[src/rtl/lsu_ctrl.sv]
// lsu_ctrl: RV32I load/store controller between execute and a byte-enabled
// data memory (synchronous write, combinational read).
// Optional feature macro: LSU_MISALIGN_EN -- when defined, accesses crossing a
// 4-byte boundary are split into two word accesses; otherwise they are rejected.
module lsu_ctrl #(
  parameter int ADDR_WIDTH = 32,
  parameter int DATA_WIDTH = 32
) (
  input  logic                  i_clk,
  input  logic                  i_reset,
  input  logic                  i_req,
  input  logic                  i_we,
  input  logic [2:0]            i_funct3,
  input  logic [ADDR_WIDTH-1:0] i_addr,
  input  logic [DATA_WIDTH-1:0] i_wdata,
  output logic                  o_ready,
  output logic                  o_done,
  output logic                  o_err,
  output logic [DATA_WIDTH-1:0] o_ld_data,
  output logic [ADDR_WIDTH-1:0] o_mem_addr,
  output logic [DATA_WIDTH-1:0] o_mem_wdata,
  output logic                  o_mem_wren,
  output logic [3:0]            o_mem_wbe,
  input  logic [DATA_WIDTH-1:0] i_mem_rdata
);

  typedef enum logic [1:0] {
    IDLE,
    FIRST,
`ifdef LSU_MISALIGN_EN
    SECOND,
`endif
    RESP
  } state_t;

  state_t          state;
  logic [1:0]      off;
  logic [2:0]      f3;
  logic            ld_ok;
  logic            err;
  logic            mem_wren;
  logic [3:0]      mem_wbe;

`ifdef LSU_MISALIGN_EN
  logic            split;
  logic [31:0]     hi_addr;
  logic [3:0]      hi_wbe;
  logic [31:0]     hi_wdata;
  logic [31:0]     rd_lo;
`endif

  // Byte-lane mask of an access: size from funct3[1:0], shifted to its offset.
  function automatic logic [7:0] lane_mask(input logic [1:0] size_code, input logic [1:0] lane);
    logic [7:0] base;
    case (size_code)
      2'b00:   base = 8'h01;
      2'b01:   base = 8'h03;
      default: base = 8'h0F;
    endcase
    return base << lane;
  endfunction

  function automatic logic req_valid(input logic store, input logic [2:0] code);
    case (code)
      3'b000, 3'b001, 3'b010: return 1'b1;
      3'b100, 3'b101:         return !store;
      default:                return 1'b0;
    endcase
  endfunction

  // Right-align the addressed bytes of the two-word window and extend.
  function automatic logic [31:0] extend(input logic [63:0] raw, input logic [1:0] sel_off,
                                         input logic [2:0] code);
    logic [31:0] sh;
    sh = 32'(raw >> {sel_off, 3'b000});
    case (code)
      3'b000:  return {{24{sh[7]}}, sh[7:0]};
      3'b001:  return {{16{sh[15]}}, sh[15:0]};
      3'b100:  return {24'b0, sh[7:0]};
      3'b101:  return {16'b0, sh[15:0]};
      default: return sh;
    endcase
  endfunction

  logic [1:0]  in_off;
  logic [7:0]  in_mask;
  logic        in_cross;
  logic        in_skip;
  logic [31:0] in_base;
  logic [31:0] wd_lo;

  assign in_off   = i_addr[1:0];
  assign in_mask  = lane_mask(i_funct3[1:0], in_off);
  assign in_cross = |in_mask[7:4];
  assign in_base  = {i_addr[31:2], 2'b00};
  assign wd_lo    = i_wdata << {in_off, 3'b000};

`ifdef LSU_MISALIGN_EN
  logic [31:0] wd_hi;
  assign wd_hi   = 32'(({32'b0, i_wdata} << {in_off, 3'b000}) >> 32);
  assign in_skip = !req_valid(i_we, i_funct3);
`else
  assign in_skip = !req_valid(i_we, i_funct3) || in_cross;
`endif

  assign o_ready = (state == IDLE);

  // Reset suppresses an access in flight so an interrupted split store never
  // commits its second half on the edge that takes the FSM back to IDLE.
  assign o_mem_wren = mem_wren && !i_reset;
  assign o_mem_wbe  = i_reset ? '0 : mem_wbe;

  // Request sequencing: accept, drive up to two word accesses, then respond.
  always_ff @(posedge i_clk) begin
    if (i_reset) begin
      state       <= IDLE;
      off         <= '0;
      f3          <= '0;
      ld_ok       <= 1'b0;
      err         <= 1'b0;
      mem_wren    <= 1'b0;
      mem_wbe     <= '0;
      o_done      <= 1'b0;
      o_err       <= 1'b0;
      o_ld_data   <= '0;
      o_mem_addr  <= '0;
      o_mem_wdata <= '0;
`ifdef LSU_MISALIGN_EN
      split       <= 1'b0;
      hi_addr     <= '0;
      hi_wbe      <= '0;
      hi_wdata    <= '0;
      rd_lo       <= '0;
`endif
    end else begin
      case (state)
        IDLE: begin
          if (i_req) begin
            state <= FIRST;
            off   <= in_off;
            f3    <= i_funct3;
            ld_ok <= !i_we && !in_skip;
            err   <= in_skip;
            if (!in_skip) begin
              o_mem_addr  <= in_base;
              mem_wren    <= i_we;
              mem_wbe     <= i_we ? in_mask[3:0] : '0;
              o_mem_wdata <= i_we ? wd_lo : '0;
            end
`ifdef LSU_MISALIGN_EN
            split    <= in_cross && !in_skip;
            hi_addr  <= in_base + 32'd4;
            hi_wbe   <= i_we ? in_mask[7:4] : '0;
            hi_wdata <= i_we ? wd_hi : '0;
`endif
          end
        end
        FIRST: begin
`ifdef LSU_MISALIGN_EN
          if (split) begin
            state       <= SECOND;
            rd_lo       <= i_mem_rdata;
            o_mem_addr  <= hi_addr;
            mem_wbe     <= hi_wbe;
            mem_wren    <= (hi_wbe != '0);
            o_mem_wdata <= hi_wdata;
          end else
`endif
          begin
            state       <= RESP;
            o_done      <= 1'b1;
            o_err       <= err;
            o_mem_addr  <= '0;
            mem_wren    <= 1'b0;
            mem_wbe     <= '0;
            o_mem_wdata <= '0;
            if (ld_ok) o_ld_data <= extend({32'b0, i_mem_rdata}, off, f3);
          end
        end
`ifdef LSU_MISALIGN_EN
        SECOND: begin
          state       <= RESP;
          o_done      <= 1'b1;
          o_err       <= err;
          o_mem_addr  <= '0;
          mem_wren    <= 1'b0;
          mem_wbe     <= '0;
          o_mem_wdata <= '0;
          if (ld_ok) o_ld_data <= extend({i_mem_rdata, rd_lo}, off, f3);
        end
`endif
        RESP: begin
          state  <= IDLE;
          o_done <= 1'b0;
          o_err  <= 1'b0;
        end
        default: state <= IDLE;
      endcase
    end
  end

endmodule

[config.mk]
export PLATFORM = sky130hd
export DESIGN_NAME = lsu_ctrl
export DESIGN_NICKNAME = d
export VERILOG_FILES = /design/src/rtl/lsu_ctrl.sv
export SDC_FILE = /design/constraint.sdc
export NUM_CORES = 1
export LEC_CHECK = 0
export ABC_AREA = 1
export BUFFER_PORTS_ARGS = -buffer_cell sky130_fd_sc_hd__buf_2
export CORE_MARGIN = 2
export CORE_UTILIZATION = 40
export CTS_CLUSTER_SIZE = 25
export DETAILED_ROUTE_END_ITERATION = 12
export PLACE_DENSITY_LB_ADDON = 0.3
export SLEW_MARGIN = 25
export SYNTH_ARGS = -nofsm -noshare
export SYNTH_HDL_FRONTEND = slang
export SYNTH_SLANG_ARGS = --single-unit
[constraint.sdc]
create_clock -name i_clk -period 3.9 [get_ports i_clk]
set_clock_uncertainty 0.05 [all_clocks]
set_input_delay 0.39 -clock i_clk [delete_from_list [all_inputs] [get_ports i_clk]]
set_output_delay 0.39 -clock i_clk [all_outputs]
set_load 0.005 [all_outputs]
==> results.txt <==
Status = finished, final reports clean
Drt first-iter violations = 474
Maximum clock path buffer count = 2
Seq/Total Area, Yosys = 0.375
Fin worst setup slack = 1290 ps
Hold Slack = 261 ps
Post-layout minimum cycle time = 2610 ps
Routed Antenna Nets = 0
Vias in the first global route = 5497
First-pass GRT wire length = 27.7 mm
Layout area overhead = 21.6%
Final nets = 1113
Hold Path End = o_mem_addr[16]$_SDFFE_PP0P_
Initial DRT Pass Iterations = 5
Reg2Reg Depth = 11
# clock sinks = 110
Congestion Overflow GR = 0
Root Driver = clkbuf_16
Routed len/inst = 14.5 um
WP data arrival = 2770 ps
Die X = 125 um
Cell count after synthesis = 853
Crit path required time = 4060 ps
RSZ-0062 raised after global routing = false
R2R Path Start = state[0]$_SDFFE_PP0P_
H-tree Lvls = 3
Placement Setup Slack = 1280 ps
CP Capture Type = flip-flop
Layout Utilization = 0.495
Die ar. = 15700 sq um
Final setup viols = 0
Max transition margin = 0.368
Setup TNS = 0 ps
Crit share post-route = 0.669
Initial antenna violation count = 3
GRT Total Usage = 0.214
Overall Power = 2.63 mW
Clock-pin transition on the worst setup and hold timing paths = 70 ps
R2R setup slack = 1290 ps
Hold Crit Depth = 3
Port bufs = 204
Final Wtd Congestion = 0.924
Hold Crit Class = in -> reg
Worst-Margin Slew = 944 ps
Crit Path Class = reg -> reg
Ports = 207
# DRC = 0
Syn avg cell area = 6.88 sq um
Final Hold Vio Count = 0
Final wirelength = 17.4 mm
Via count = 6132
Lkg Pwr = 3.56 nW
Via density = 5.11
Power per cell area = 369 nW/um^2
Startpoint class of the critical path = flip-flop
Largest net degree at the start of global routing = 66
Core area = 14400 sq um
Maximum VDD drop = 0.000249 V
Worst reg2reg endpoint = o_mem_wdata[10]$_SDFFE_PP0P_
Crit Path Max Fanout = 65
CTS tree = yes
Row cnt = 44
Starting density of the core = 0.407
Fin. max-slew vios = 0
Hpwl dp = 12.5 mm
CTS Buf Count = 9
Max-capacitance violation count = 0
Layout cell share with drive strength beyond 1 = 0.278
Hold path startpoint = i_addr[16]
Library cells used by synthesis = 31
Die height = 125 um
Fmax = 383 MHz
CTS Hold Bufs = 0
Critical path startpoint = state[0]$_SDFFE_PP0P_
Synth Register Bits = 110
YS warnings = 0
Worst-skew pair later-pin latency = 350 ps
Setup bufs post-CTS = 0
Synth Cell Area = 5870 sq um
Post_cts resized = 0
==> stage by stage <==
step                      instance area [sq um]  instances
after floorplan                            5870        854
after global placement                     6820       1180
after detailed placement                   6820       1180
after CTS                                  7130       1196
after global routing                       7130       1198
final                                      7140       1199
==> worst max-delay path, cell delays in order, from the launching register on <==
cell and delay (ps):
dfxtp_1 360, inv_1 70, ha_1 230, nand2_1 250, clkinv_1 190, nand2_2 140, nor2_8 120, nand2_4 110
buf_4 620, nand3b_1 160, nand2_1 100, nor2_1 40
==> worst max path at each step <==
stage | to | slack, ps | cells past startpoint
floorplan | o_mem_addr[24]$_SDFFE_PP0P_ | 2300 | 11
global placement | o_mem_wdata[11]$_SDFFE_PP0P_ | 1410 | 11
detailed placement | o_mem_wdata[10]$_SDFFE_PP0P_ | 1280 | 11
CTS | o_mem_wdata[10]$_SDFFE_PP0P_ | 1270 | 11
global route | o_mem_addr[3]$_SDFFE_PP0P_ | 1020 | 10
finish | o_mem_wdata[10]$_SDFFE_PP0P_ | 1290 | 11
==> state kept, by name, summed over array words and instances, names as in the netlist <==
signal       count
mem_wbe          4
o_ld_data       32
o_err            1
o_mem_addr      30
mem_wren         1
off              2
f3               3
o_mem_wdata     32
ld_ok            1
o_done           1
err              1
state            2
==> cells in the mapped netlist (all sizes together) <==
cell    count  area [sq um]
nor3       10          50.1
nor2       80           332
o21a        1          7.51
nand3      71           455
inv        69           259
nand2     218           841
buf        44           269
dfxtp     110          2200
clkinv      5          18.8
clkbuf     27           103
o31ai       1          7.51
o211ai     18           135
nand4      70           438
o21ai      55           275
conb        1          3.75
ha          3          37.5
a21oi      67           410
nand3b      3          22.5
==> routing by layer <==
metal	routed length, um	part of all wire	up-vias	track usage
met5	0	0	-	0
met4	487	0.028	0	0.0863
met3	944	0.054	29	0.0300
met2	8070	0.46	216	0.347
met1	7910	0.45	2756	0.288
li1	-	-	3131	-
==> cells by family after synthesis <==
family	count (synthesis)	synth area share
AND/OR/NAND/NOR	452	0.364
buffers and inverters	145	0.111
AO/OA/AOI/OAI	142	0.142
flip-flops	110	0.375
adder cells (fa/ha/maj)	3	0.00640
other	1	0.000639
==> power by group <==
group | leakage (nW) | internal [mW] | switching [mW]
registers | 0.891 | 1.16 | 0.0263
logic | 2.53 | 0.160 | 0.338
clock network | 0.141 | 0.519 | 0.429
total | 3.56 | 1.84 | 0.793
==> cell usage in the layout, fill, tap and decap left out, drive strengths merged <==
master | Yosys | routed
diode | 0 | 3
clkinvlp | 0 | 3
nand3 | 71 | 71
nand2 | 218 | 218
inv | 69 | 70
buf | 44 | 213
o21a | 1 | 1
a21oi | 67 | 67
nand4 | 70 | 70
o21ai | 55 | 55
clkinv | 5 | 6
clkbuf | 27 | 10
nor3 | 10 | 10
o211ai | 18 | 18
o31ai | 1 | 1
dfxtp | 110 | 110
ha | 3 | 3
nor2 | 80 | 80
bufinv | 0 | 1
nand3b | 3 | 3
conb | 1 | 2
==> cell type report <==
type / count / area, sq um
fill: 1532 / 7290
multi-input combinational: 599 / 3020
sequential: 110 / 2200
timing repair buffer: 213 / 1090
inverter: 74 / 278
clock buffer: 10 / 239
tap: 184 / 230
clock inverter: 6 / 70.1
antenna: 3 / 7.51
Note: power is estimated with default switching activity, not from simulation.
